===== src/rtl/fp_muldiv_iter_if.sv =====
// Operand/result handshake bundle for fp_muldiv_iter.
// The master side drives operands and out_ready; the slave side is the unit.
interface fp_muldiv_iter_if #(
    parameter int EXP_W = 8,
    parameter int MAN_W = 23
);
    localparam int W = 1 + EXP_W + MAN_W;

    logic         in_valid;
    logic         in_ready;
    logic         op;
    logic [W-1:0] a;
    logic [W-1:0] b;
    logic         out_valid;
    logic         out_ready;
    logic [W-1:0] result;
    logic         overflow;
    logic         underflow;
    logic         div_by_zero;
    logic         invalid;

    modport master (
        output in_valid, op, a, b, out_ready,
        input  in_ready, out_valid, result,
        input  overflow, underflow, div_by_zero, invalid
    );

    modport slave (
        input  in_valid, op, a, b, out_ready,
        output in_ready, out_valid, result,
        output overflow, underflow, div_by_zero, invalid
    );
endinterface


===== src/rtl/fp_muldiv_iter.sv =====
// Iterative IEEE-754 multiply (shift-add) / divide (restoring), flush-to-zero.
// Truncating rounding by default; FPMD_RNE_EN selects round-to-nearest-even.
module fp_muldiv_iter #(
    parameter int EXP_W = 8,
    parameter int MAN_W = 23
) (
    input  logic            clk,
    input  logic            rst_n,
    fp_muldiv_iter_if.slave io
);
    localparam int W   = 1 + EXP_W + MAN_W;
    localparam int M   = MAN_W + 1;
    localparam int Q   = MAN_W + 3;
    localparam int EW2 = EXP_W + 2;
    localparam int CW  = $clog2(MAN_W + 4);

    localparam logic [EXP_W-1:0]      EMAX = '1;
    localparam logic signed [EW2-1:0] BIAS = EW2'((1 << (EXP_W - 1)) - 1);
    localparam logic signed [EW2-1:0] EINF = EW2'((1 << EXP_W) - 1);
    localparam logic signed [EW2-1:0] ONE  = EW2'(1);
    localparam logic signed [EW2-1:0] ZERO = '0;

    typedef enum logic [2:0] {
        S_IDLE, S_UNPACK, S_ITER, S_NORM, S_DONE
    } state_t;

    state_t                state_q, state_d;
    logic [CW-1:0]         cnt_q, cnt_d;
    logic                  op_q, op_d;
    logic [W-1:0]          a_q, a_d, b_q, b_d;
    logic                  sign_q, sign_d;
    logic signed [EW2-1:0] exp_q, exp_d;
    logic [2*M-1:0]        acc_q, acc_d;
    logic [2*M-1:0]        sh_q, sh_d;
    logic [M-1:0]          mb_q, mb_d;
    logic [W-1:0]          result_q, result_d;
    logic                  ovf_q, ovf_d, unf_q, unf_d;
    logic                  dbz_q, dbz_d, inv_q, inv_d;

    logic [EXP_W-1:0]      ea, eb;
    logic [MAN_W-1:0]      fa, fb;
    logic                  a_zero, a_inf, a_nan;
    logic                  b_zero, b_inf, b_nan;
    logic                  sgn;
    logic signed [EW2-1:0] ea_s, eb_s;
    logic                  sp_hit, sp_inv, sp_dbz;
    logic [W-1:0]          sp_res, inf_res, zero_res, qnan_res;

    assign ea   = a_q[W-2:MAN_W];
    assign eb   = b_q[W-2:MAN_W];
    assign fa   = a_q[MAN_W-1:0];
    assign fb   = b_q[MAN_W-1:0];
    assign sgn  = a_q[W-1] ^ b_q[W-1];
    assign ea_s = $signed({2'b00, ea});
    assign eb_s = $signed({2'b00, eb});

    // Subnormals collapse into zero here: any zero exponent is a zero.
    assign a_zero = (ea == '0);
    assign b_zero = (eb == '0);
    assign a_inf  = (ea == EMAX) && (fa == '0);
    assign b_inf  = (eb == EMAX) && (fb == '0);
    assign a_nan  = (ea == EMAX) && (fa != '0);
    assign b_nan  = (eb == EMAX) && (fb != '0);

    assign inf_res  = {sgn, EMAX, {MAN_W{1'b0}}};
    assign zero_res = {sgn, {(W-1){1'b0}}};
    assign qnan_res = {1'b0, EMAX, 1'b1, {(MAN_W-1){1'b0}}};

    always_comb begin
        sp_hit = 1'b0;
        sp_inv = 1'b0;
        sp_dbz = 1'b0;
        sp_res = zero_res;
        if (a_nan || b_nan) begin
            sp_hit = 1'b1;
            sp_res = qnan_res;
        end else if (!op_q) begin
            if ((a_zero && b_inf) || (a_inf && b_zero)) begin
                sp_hit = 1'b1;
                sp_inv = 1'b1;
                sp_res = qnan_res;
            end else if (a_inf || b_inf) begin
                sp_hit = 1'b1;
                sp_res = inf_res;
            end else if (a_zero || b_zero) begin
                sp_hit = 1'b1;
            end
        end else begin
            if ((a_zero && b_zero) || (a_inf && b_inf)) begin
                sp_hit = 1'b1;
                sp_inv = 1'b1;
                sp_res = qnan_res;
            end else if (a_inf) begin
                sp_hit = 1'b1;
                sp_res = inf_res;
            end else if (b_zero) begin
                sp_hit = 1'b1;
                sp_dbz = 1'b1;
                sp_res = inf_res;
            end else if (b_inf || a_zero) begin
                sp_hit = 1'b1;
            end
        end
    end

    logic [M:0]   rem;
    logic         rem_ge;
    logic [M-1:0] rem_n;
    logic [CW-1:0] cnt_last;

    assign rem      = sh_q[M:0];
    assign rem_ge   = rem >= {1'b0, mb_q};
    assign rem_n    = rem_ge ? M'(rem - {1'b0, mb_q}) : rem[M-1:0];
    assign cnt_last = op_q ? CW'(MAN_W + 2) : CW'(MAN_W);

    logic                  n_top;
    logic [MAN_W-1:0]      n_mant, n_mant_r;
    logic signed [EW2-1:0] n_exp;
    logic [W-1:0]          n_res;
    logic                  n_ovf, n_unf;
`ifdef FPMD_RNE_EN
    logic                  n_guard, n_sticky, n_inc, n_cy;
`endif

    always_comb begin
        n_top  = op_q ? acc_q[Q-1] : acc_q[2*M-1];
        n_mant = op_q ?
                 (n_top ? acc_q[MAN_W+1:2] : acc_q[MAN_W:1]) :
                 (n_top ? acc_q[2*MAN_W:MAN_W+1] : acc_q[2*MAN_W-1:MAN_W]);
        n_exp  = exp_q;
        if (!op_q && n_top) n_exp = exp_q + ONE;
        if (op_q && !n_top) n_exp = exp_q - ONE;
`ifdef FPMD_RNE_EN
        if (op_q) begin
            n_guard  = n_top ? acc_q[1] : acc_q[0];
            n_sticky = (n_top && acc_q[0]) || (sh_q != '0);
        end else begin
            n_guard  = n_top ? acc_q[MAN_W] : acc_q[MAN_W-1];
            n_sticky = n_top ? (acc_q[MAN_W-1:0] != '0)
                             : (acc_q[MAN_W-2:0] != '0);
        end
        n_inc = n_guard && (n_sticky || n_mant[0]);
        {n_cy, n_mant_r} = {1'b0, n_mant} + (MAN_W+1)'(n_inc);
        // All-ones mantissa rolled over: value is 2.0, i.e. 1.0 one binade up.
        if (n_cy) n_exp = n_exp + ONE;
`else
        n_mant_r = n_mant;
`endif
        n_ovf = 1'b0;
        n_unf = 1'b0;
        n_res = {sign_q, n_exp[EXP_W-1:0], n_mant_r};
        if (n_exp >= EINF) begin
            n_ovf = 1'b1;
            n_res = {sign_q, EMAX, {MAN_W{1'b0}}};
        end else if (n_exp <= ZERO) begin
            n_unf = 1'b1;
            n_res = {sign_q, {(W-1){1'b0}}};
        end
    end

    always_comb begin
        state_d  = state_q;
        cnt_d    = cnt_q;
        op_d     = op_q;
        a_d      = a_q;
        b_d      = b_q;
        sign_d   = sign_q;
        exp_d    = exp_q;
        acc_d    = acc_q;
        sh_d     = sh_q;
        mb_d     = mb_q;
        result_d = result_q;
        ovf_d    = ovf_q;
        unf_d    = unf_q;
        dbz_d    = dbz_q;
        inv_d    = inv_q;
        unique case (state_q)
            S_IDLE: begin
                if (io.in_valid) begin
                    op_d    = io.op;
                    a_d     = io.a;
                    b_d     = io.b;
                    cnt_d   = '0;
                    state_d = S_UNPACK;
                end
            end
            S_UNPACK: begin
                sign_d = sgn;
                exp_d  = op_q ? (ea_s - eb_s + BIAS) : (ea_s + eb_s - BIAS);
                // Early-out results spend a second cycle here for a fixed latency of 2.
                if (sp_hit) begin
                    if (cnt_q == '0) begin
                        cnt_d = CW'(1);
                    end else begin
                        cnt_d    = '0;
                        state_d  = S_DONE;
                        result_d = sp_res;
                        ovf_d    = 1'b0;
                        unf_d    = 1'b0;
                        dbz_d    = sp_dbz;
                        inv_d    = sp_inv;
                    end
                end else begin
                    cnt_d   = '0;
                    acc_d   = '0;
                    sh_d    = {{M{1'b0}}, 1'b1, fa};
                    mb_d    = {1'b1, fb};
                    state_d = S_ITER;
                end
            end
            S_ITER: begin
                if (op_q) begin
                    acc_d = {acc_q[2*M-2:0], rem_ge};
                    sh_d  = {{(M-1){1'b0}}, rem_n, 1'b0};
                end else begin
                    if (mb_q[0]) acc_d = acc_q + sh_q;
                    sh_d = sh_q << 1;
                    mb_d = mb_q >> 1;
                end
                if (cnt_q == cnt_last) begin
                    cnt_d   = '0;
                    state_d = S_NORM;
                end else begin
                    cnt_d = cnt_q + CW'(1);
                end
            end
            S_NORM: begin
                result_d = n_res;
                ovf_d    = n_ovf;
                unf_d    = n_unf;
                dbz_d    = 1'b0;
                inv_d    = 1'b0;
                state_d  = S_DONE;
            end
            S_DONE: begin
                if (io.out_ready) state_d = S_IDLE;
            end
            default: state_d = S_IDLE;
        endcase
    end

    always_ff @(posedge clk or negedge rst_n) begin
        if (!rst_n) begin
            state_q  <= S_IDLE;
            cnt_q    <= '0;
            op_q     <= 1'b0;
            a_q      <= '0;
            b_q      <= '0;
            sign_q   <= 1'b0;
            exp_q    <= '0;
            acc_q    <= '0;
            sh_q     <= '0;
            mb_q     <= '0;
            result_q <= '0;
            ovf_q    <= 1'b0;
            unf_q    <= 1'b0;
            dbz_q    <= 1'b0;
            inv_q    <= 1'b0;
        end else begin
            state_q  <= state_d;
            cnt_q    <= cnt_d;
            op_q     <= op_d;
            a_q      <= a_d;
            b_q      <= b_d;
            sign_q   <= sign_d;
            exp_q    <= exp_d;
            acc_q    <= acc_d;
            sh_q     <= sh_d;
            mb_q     <= mb_d;
            result_q <= result_d;
            ovf_q    <= ovf_d;
            unf_q    <= unf_d;
            dbz_q    <= dbz_d;
            inv_q    <= inv_d;
        end
    end

    assign io.in_ready    = (state_q == S_IDLE);
    assign io.out_valid   = (state_q == S_DONE);
    assign io.result      = result_q;
    assign io.overflow    = ovf_q;
    assign io.underflow   = unf_q;
    assign io.div_by_zero = dbz_q;
    assign io.invalid     = inv_q;
endmodule


===== src/flat_wrapper.sv =====
// flat-port wrapper written by rule: the top's interface ports become plain ports
module fp_muldiv_iter_flat 
#(
    parameter int EXP_W = 8,
    parameter int MAN_W = 23
)
  (clk, rst_n, io_in_valid, io_op, io_a, io_b, io_out_ready, io_in_ready, io_out_valid, io_result, io_overflow, io_underflow, io_div_by_zero, io_invalid);
  fp_muldiv_iter_if #(.EXP_W(EXP_W), .MAN_W(MAN_W)) io_i ();
  input  logic clk;
  input  logic rst_n;
  input wire logic [$bits(io_i.in_valid)-1:0] io_in_valid;
  input wire logic [$bits(io_i.op)-1:0] io_op;
  input wire logic [$bits(io_i.a)-1:0] io_a;
  input wire logic [$bits(io_i.b)-1:0] io_b;
  input wire logic [$bits(io_i.out_ready)-1:0] io_out_ready;
  output wire logic [$bits(io_i.in_ready)-1:0] io_in_ready;
  output wire logic [$bits(io_i.out_valid)-1:0] io_out_valid;
  output wire logic [$bits(io_i.result)-1:0] io_result;
  output wire logic [$bits(io_i.overflow)-1:0] io_overflow;
  output wire logic [$bits(io_i.underflow)-1:0] io_underflow;
  output wire logic [$bits(io_i.div_by_zero)-1:0] io_div_by_zero;
  output wire logic [$bits(io_i.invalid)-1:0] io_invalid;
  assign io_i.in_valid = io_in_valid;
  assign io_i.op = io_op;
  assign io_i.a = io_a;
  assign io_i.b = io_b;
  assign io_i.out_ready = io_out_ready;
  assign io_in_ready = io_i.in_ready;
  assign io_out_valid = io_i.out_valid;
  assign io_result = io_i.result;
  assign io_overflow = io_i.overflow;
  assign io_underflow = io_i.underflow;
  assign io_div_by_zero = io_i.div_by_zero;
  assign io_invalid = io_i.invalid;
  fp_muldiv_iter #(.EXP_W(EXP_W), .MAN_W(MAN_W)) u_core (.clk(clk), .rst_n(rst_n), .io(io_i));
endmodule

===== config.mk =====
export PLATFORM = sky130hd
export DESIGN_NAME = fp_muldiv_iter_flat
export DESIGN_NICKNAME = d
export VERILOG_FILES = /design/src/rtl/fp_muldiv_iter_if.sv /design/src/rtl/fp_muldiv_iter.sv /design/src/flat_wrapper.sv
export SDC_FILE = /design/constraint.sdc
export NUM_CORES = 1
export LEC_CHECK = 0
export BUFFER_PORTS_ARGS = -buffer_cell sky130_fd_sc_hd__clkbuf_2
export CORE_MARGIN = 1.5
export CORE_UTILIZATION = 55
export CTS_BUF_LIST = sky130_fd_sc_hd__clkbuf_16
export CTS_CLUSTER_SIZE = 40
export DETAILED_ROUTE_END_ITERATION = 16
export PLACE_DENSITY = 0.71
export SLEW_MARGIN = 20
export SYNTH_ARGS = -nofsm -noshare
export SYNTH_HDL_FRONTEND = slang
export SYNTH_SLANG_ARGS = --single-unit

===== constraint.sdc =====
create_clock -name clk -period 4.1 [get_ports clk]
set_input_delay 0.205 -clock clk [delete_from_list [all_inputs] [get_ports clk]]
set_output_delay 0.205 -clock clk [all_outputs]
set_load 0.1 [all_outputs]

==> impl_metrics.py, run 1 <==
metrics = {
    "status": {
        "outcome": "finished, final reports clean",
    },
    "cts": {
        "clk-insertion-delay-late_ns": 0.57,
        "cts_made_buffers": 27,
        "root_buffer": "clkbuf_16",
        "cts.clk_slew.worst_paths_ns": 0.06,
        "cts_hold_buf": 67,
        "cts_tree": "yes",
        "clock-sinks": 240,
        "cts.path.max_buffers": 3,
        "cts.htree.levels": 1,
        "postCtsSetupBuffers": 0,
        "cts_resized": 0,
    },
    "grt": {
        "grt_pass1_vias": 13520,
        "grt_max_degree": 109,
        "grtUsageTotal": 0.2896,
        "grt-ovfl-total": 0,
        "grt_pass1_wl_um": 71490,
        "antenna_found_initial": 0,
    },
    "timing": {
        "final-setup-viol-count": 0,
        "final_hold_viol_count": 0,
        "fin_setup_tns_ns": 0,
        "fin_worst_skew_ns": 0.02193,
        "period_share": 0.8417,
        "clock.fmax_mhz": 289.8,
        "finalCriticalPeriod_ns": 3.451,
        "rsz0062_at_grt": "false",
        "relSlewSlack": 0.2334,
        "tightest_slew_ns": 1.150,
        "timing.final.ws_setup_ns": 0.6492,
        "slew_violations": 0,
    },
    "synth": {
        "synth_edf_count": 0,
        "syn_inst": 1726,
        "syn_area_um2": 16190,
        "synth_warnings": 0,
        "syn_avg_cell_area_um2": 9.381,
        "yosysSeqAreaShare": 0.3709,
        "synthDistinctLibCells": 93,
        "ys_async_sr_fraction": 1.000,
        "ys_ff_latch": 240,
        "synth_nets": 1892,
        "synth-main-ff-cell": "dfrtp_1",
    },
    "placed_design": {
        "io_buffer_count": 106,
        "place_area_um2": 17040,
        "place_hpwl_um": 31480,
        "gp_congestion": 0.9894,
        "dpl_worst_slack_ns": 0.6928,
    },
    "worst_setup_path": {
        "critPathCaptureType": "flip-flop",
        "r2r-end": "u_core.acc_q[47]$_DFFE_PN0P_",
        "critPathSlowestCell": "dfrtp_1",
        "reg2reg_depth": 12,
        "rr_startpoint": "u_core.sh_q[1]$_DFFE_PN0P_",
        "crit_chain": "ha_1, a211o_1, a211o_1, a41oi_2, o21ai_1, a211oi_2, o21a_2, o21ai_2, a21oi_2, xnor2_1, o21bai_1, a21o_1",
        "cp-start-kind": "flip-flop",
        "max_stage_delay_ns": 0.46,
        "worst_path_most_repeated_cell": "a211o_1",
        "arrival_ns": 3.89,
        "r2r_slack_ns": 0.65,
        "worstPathRequired_ns": 4.54,
        "critPathKind": "reg2reg",
        "crit_fanout": 6,
    },
    "min_path": {
        "whs_path_depth": 5,
        "hp-start": "io_in_valid",
        "hold-path-endpoint": "u_core.state_q[0]$_DFFE_PN0P_",
        "hp-class": "in2reg",
    },
    "power_and_ir_drop": {
        "irDropWorstVdd_uv": 524.8,
        "power.density_nw_per_um2": 925.3,
        "p_leak_nw": 8.400,
        "finalPower_mw": 17.22,
    },
    "detailed_routing": {
        "drt_iter0_drc": 1029,
        "drt-total-wl_um": 43670,
        "vias": 14040,
        "drtPass1Iterations": 5,
        "via_per_inst": 6.214,
        "drc": 0,
        "wl_per_cell_um": 19.33,
        "antenna_left": 0,
    },
    "floorplan": {
        "core_um2": 28860,
        "die_h_um": 174.6,
        "start_util": 0.5611,
        "ios": 107,
        "die_x_um": 174.6,
        "rows": 62,
        "dieArea_um2": 30480,
    },
    "layout": {
        "nFillCells": 2408,
        "mostFrequentLayoutCell": "dfrtp_1",
        "final_nets": 2020,
        "final_layout_size_suffix_gt1_frac": 0.1595,
        "area_growth_pct": 14.92,
        "mostFrequentLayoutCells": "dfrtp_1, nand2_1, o21ai_0",
        "final_core_util": 0.6448,
        "final_area_um2": 18610,
        "antennaDiodeCount": 0,
    },
    "job": {
        "cap_violations": 0,
    },
}
per-stage QoR:
step           hold slack, ns  std cells
6_report              0.07845       2259
5_1_grt                0.1032       2259
4_1_cts               0.06140       2259
3_5_place_dp           0.3399       2142
3_3_place_gp           0.3270       2142
2_1_floorplan        -0.09059       1726
cells in the mapped netlist (7+ instances only):
cell      count  area [µm²]
nor3_1       24       120.1
or4_1         8       60.06
o31ai_1      27       202.7
xnor2_1      56       490.5
nor2b_1      12       75.07
nand2b_1     16       100.1
a21o_1       50       375.4
nor2_1       86       322.8
clkbuf_1     73       274.0
a211oi_1      9       67.56
nor4_1       16       100.1
ha_1         93        1164
mux2_2       57       641.9
o21ai_1      12       60.06
or3_1         7       43.79
nand2_1     198       743.2
nand3_1      22       110.1
mux2i_1      37       370.4
and2_1        7       43.79
a22o_1       49       429.2
o21ai_0     131       655.6
nand3_2      12       120.1
buf_2        14       70.07
dfrtp_1     240        6006
a31oi_1      26       162.7
mux4_2       19       427.9
a22oi_1      19       142.6
inv_1        69       259.0
o21bai_1     18       135.1
buf_1         8       30.03
a21oi_1     110       550.5
o211ai_1     11       82.58
xor2_1       43       376.6
nand4_1      24       150.1
a221o_1       8       80.08
sequential cells by signal (all words and copies together), names as in the netlist, 5 cells and up:
name              flops
u_core.acc_q         48
u_core.cnt_q          5
u_core.a_q           32
u_core.io.result     32
u_core.b_q           32
u_core.sh_q          48
u_core.exp_q         10
u_core.mb_q          24
worst max path at each step:
stage / start / end / slack [ns] / cells after the start
2_1_floorplan: u_core.state_q[1]$_DFFE_PN0P_ / u_core.b_q[10]$_DFFE_PN0P_ / 0.80 / 7
3_3_place_gp: u_core.sh_q[0]$_DFFE_PN0P_ / u_core.acc_q[44]$_DFFE_PN0P_ / 0.72 / 12
3_5_place_dp: u_core.sh_q[0]$_DFFE_PN0P_ / u_core.acc_q[44]$_DFFE_PN0P_ / 0.69 / 12
4_1_cts: u_core.sh_q[0]$_DFFE_PN0P_ / u_core.acc_q[44]$_DFFE_PN0P_ / 0.66 / 12
5_1_grt: u_core.b_q[24]$_DFFE_PN0P_ / u_core.exp_q[8]$_DFFE_PN0P_ / 0.43 / 12
6_report: u_core.sh_q[1]$_DFFE_PN0P_ / u_core.acc_q[47]$_DFFE_PN0P_ / 0.65 / 12
power breakdown:
| part | switching [mW] | total (mW) | internal [mW] |
|---|---|---|---|
| clock | 1.02 | 2.47 | 1.45 |
| combinational | 6.38 | 10.3 | 3.96 |
| sequential | 1.15 | 4.41 | 3.26 |
| total | 8.55 | 17.2 | 8.67 |
cell families after synthesis:
group / count (synthesis) / share of synthesized area
AO/OA/AOI/OAI: 537 / 0.2233
XOR/XNOR: 101 / 0.05595
adder cells (fa/ha/maj): 97 / 0.07681
buffers and inverters: 172 / 0.04312
flip-flops: 240 / 0.3709
multiplexers: 113 / 0.08894
AND/OR/NAND/NOR: 466 / 0.1409
area by class of cell:
type | count | area [µm²] | share of cell area
Sequential cell | 240 | 6010 | 0.3230
Clock inverter | 23 | 220.2 | 0.01183
Tap cell | 384 | 480.5 | 0.02582
Multi-Input combinational cell | 1314 | 9529 | 0.5121
Timing Repair Buffer | 200 | 1426 | 0.07665
Inverter | 71 | 266.5 | 0.01432
Clock buffer | 27 | 675.6 | 0.03631
metal layers:
| metal | wire (µm) | GRT usage | up-vias |
|---|---|---|---|
| met5 | 0 | 0 | - |
| met4 | 1224 | 0.08832 | 0 |
| met3 | 2999 | 0.03503 | 77 |
| met2 | 20520 | 0.4728 | 531 |
| met1 | 18930 | 0.4049 | 6823 |
| li1 | - | - | 6607 |
critical path, delay by kind of cell, from the launching register on:
kind | cells | cell delay (ns)
flip-flops | 1 | 0.46
XOR/XNOR | 1 | 0.16
adder cells (fa/ha/maj) | 1 | 0.35
AO/OA/AOI/OAI | 10 | 2.36
Power figures use the tool's default switching activity.
==> run 2: changes to the inputs <==
==> constraint.sdc (replaced) <==
create_clock -name clk -period 3.36 [get_ports clk]
set_input_delay 0.168 -clock clk [delete_from_list [all_inputs] [get_ports clk]]
set_output_delay 0.168 -clock clk [all_outputs]
set_load 0.1 [all_outputs]
==> impl_metrics.py, run 2 (synthesis gave the netlist of run 1 again) <==
metrics = {
    "status": {
        "outcome": "finished, final reports clean",
    },
    "cts": {
        "cts.htree.levels": 1,
        "clock-sinks": 240,
        "cts.path.max_buffers": 3,
        "cts.clk_slew.worst_paths_ns": 0.06,
        "cts_made_buffers": 28,
        "clk-insertion-delay-late_ns": 0.56,
        "cts_tree": "yes",
        "root_buffer": "clkbuf_16",
    },
    "timing": {
        "clock.fmax_mhz": 308.0,
        "fin_worst_skew_ns": 0.01626,
        "final_hold_viol_count": 0,
        "tightest_slew_ns": 0.7964,
        "period_share": 0.9664,
        "final-setup-viol-count": 0,
        "rsz0062_at_grt": "true",
        "slew_violations": 0,
        "finalCriticalPeriod_ns": 3.247,
        "fin_hold_ws_ns": 0.05618,
        "relSlewSlack": 0.4691,
    },
    "worst_setup_path": {
        "crit_chain": "ha_1, or4_4, o221a_4, a21oi_4, and3_4, o31ai_4, o31ai_4, a311oi_4, buf_6, clkbuf_16, o31ai_1, a31oi_1",
        "cp-start-kind": "flip-flop",
        "critPathCaptureType": "flip-flop",
        "worst_path_most_repeated_cell": "o31ai_4",
        "max_stage_delay_ns": 0.55,
        "crit_fanout": 14,
        "r2r_slack_ns": 0.11,
        "arrival_ns": 3.65,
        "reg2reg_depth": 12,
        "critPathKind": "reg2reg",
        "critPathSlowestCell": "or4_4",
        "r2r-end": "u_core.sh_q[20]$_DFFE_PN0P_",
        "rr_startpoint": "u_core.sh_q[6]$_DFFE_PN0P_",
        "worstPathRequired_ns": 3.76,
    },
    "grt": {
        "grt_pass1_vias": 13710,
        "grt_max_degree": 83,
        "grt-ovfl-total": 0,
        "grt_pass1_wl_um": 72880,
        "antenna_found_initial": 1,
        "grtUsageTotal": 0.2964,
    },
    "layout": {
        "seq_area_um2": 6012,
        "final_layout_size_suffix_gt1_frac": 0.1881,
        "final_nets": 2061,
        "largestRegisters": "u_core.acc_q: 48 flops, u_core.sh_q: 48 flops",
        "area_growth_pct": 17.81,
        "final_area_um2": 19080,
        "mostFrequentLayoutCell": "dfrtp_1",
        "multi_input_area_um2": 9649,
        "antennaDiodeCount": 0,
        "mostFrequentLayoutCells": "dfrtp_1, nand2_1, o21ai_0",
        "layout.cells.non_filler": 2298,
        "nFillCells": 2387,
    },
    "floorplan": {
        "core_um2": 28860,
        "die_x_um": 174.6,
        "die_h_um": 174.6,
        "rows": 62,
        "dieArea_um2": 30480,
        "ios": 107,
        "start_util": 0.5611,
    },
    "placed_design": {
        "gp_congestion": 0.9430,
        "io_buffer_count": 106,
        "place_area_um2": 17330,
        "place_hpwl_um": 32230,
        "dpl.cell_count": 2175,
    },
    "detailed_routing": {
        "drc": 0,
        "via_per_inst": 6.164,
        "drt-total-wl_um": 45160,
        "wl_per_cell_um": 19.65,
        "antenna_left": 0,
        "drtPass1Iterations": 5,
        "vias": 14170,
        "drt_iter0_drc": 1111,
    },
    "job": {
        "cap_violations": 0,
    },
    "power_and_ir_drop": {
        "p_int_mw": 11.07,
        "clkPwrFrac": 0.136,
        "power.density_nw_per_um2": 1142,
        "combPwrFrac": 0.619,
        "p_leak_nw": 8.635,
        "swShare": 0.4918,
        "irDropWorstVdd_uv": 752.5,
        "switching_power_mw": 10.71,
        "seqPwrFrac": 0.245,
    },
    "min_path": {
        "hold-path-endpoint": "u_core.state_q[0]$_DFFE_PN0P_",
        "whs_path_depth": 5,
        "hp-start": "io_in_valid",
        "hp-class": "in2reg",
    },
}
## run 2: cell types whose count changed in the layout (fill, tap and decap cells not counted), sizes merged
cell      delta
buf         +39
bufinv       -2
clkbuf       +3
clkinv       -2
clkinvlp     +1
## run 2: worst max path at each step
stage                             startpoint                      endpoint  slack [ns]
2_1_floorplan  u_core.state_q[1]$_DFFE_PN0P_    u_core.b_q[10]$_DFFE_PN0P_        0.06
3_3_place_gp     u_core.acc_q[5]$_DFFE_PN0P_  u_core.acc_q[44]$_DFFE_PN0P_        0.15
3_5_place_dp    u_core.acc_q[16]$_DFFE_PN0P_  u_core.acc_q[46]$_DFFE_PN0P_        0.08
4_1_cts         u_core.acc_q[16]$_DFFE_PN0P_  u_core.acc_q[46]$_DFFE_PN0P_        0.05
5_1_grt           u_core.b_q[24]$_DFFE_PN0P_   u_core.exp_q[9]$_DFFE_PN0P_       -0.06
6_report          u_core.sh_q[6]$_DFFE_PN0P_   u_core.sh_q[20]$_DFFE_PN0P_        0.11
## run 2: metal layers
metal  wire length, µm  global-route usage  vias up
met2             21010              0.4766      474
met3              2861             0.04308       94
li1                  -                   -     6682
met1             19960              0.4200     6916
met5                 0                   0        -
met4              1323             0.08084        0
## run 2: timing repair
item / CTS / global route
hold endpoints to repair: 144 / 0
buffers inserted: 0 / 6
setup endpoints to repair: 0 / 25
hold buffers: 67 / 0
gates resized for setup: 0 / 24
## run 2: critical path: cells and delay by family, from the launching register on
kind	cells	cell delay, ns
buffers and inverters	2	0.33
flip-flops	1	0.46
adder cells (fa/ha/maj)	1	0.28
AND/OR/NAND/NOR	2	0.77
AO/OA/AOI/OAI	7	1.25
## run 2: power groups by stage
stage / Combinational [mW] / Clock, mW / Sequential (mW)
CTS: 13.0 / 2.99 / 5.26
global route: 14.8 / 3.12 / 5.46
floorplan: 9.22 / 0 / 5.66
global placement: 12.7 / 0 / 5.25
finish: 13.5 / 2.96 / 5.33
detailed placement: 12.9 / 0 / 5.30
## run 2: layout make-up
type | count | share of cell area
clock buffer | 29 | 0.03804
timing repair buffer | 240 | 0.09380
clock inverter | 20 | 0.008002
multi-input combinational | 1314 | 0.5058
tap | 384 | 0.02519
sequential | 240 | 0.3152
inverter | 71 | 0.01397
## run 2: per-stage QoR
step | setup TNS, ns | util | total power [mW] | setup WS, ns
after global routing | -0.1127 | 0.6610 | 23.38 | -0.06460
after detailed placement | 0 | 0.6004 | 18.17 | 0.07733
final | 0 | 0.6610 | 21.78 | 0.1129
after CTS | 0 | 0.6541 | 21.26 | 0.04737
after floorplan | 0 | - | 14.88 | 0.06423
after global placement | 0 | 0.6004 | 17.93 | 0.1468
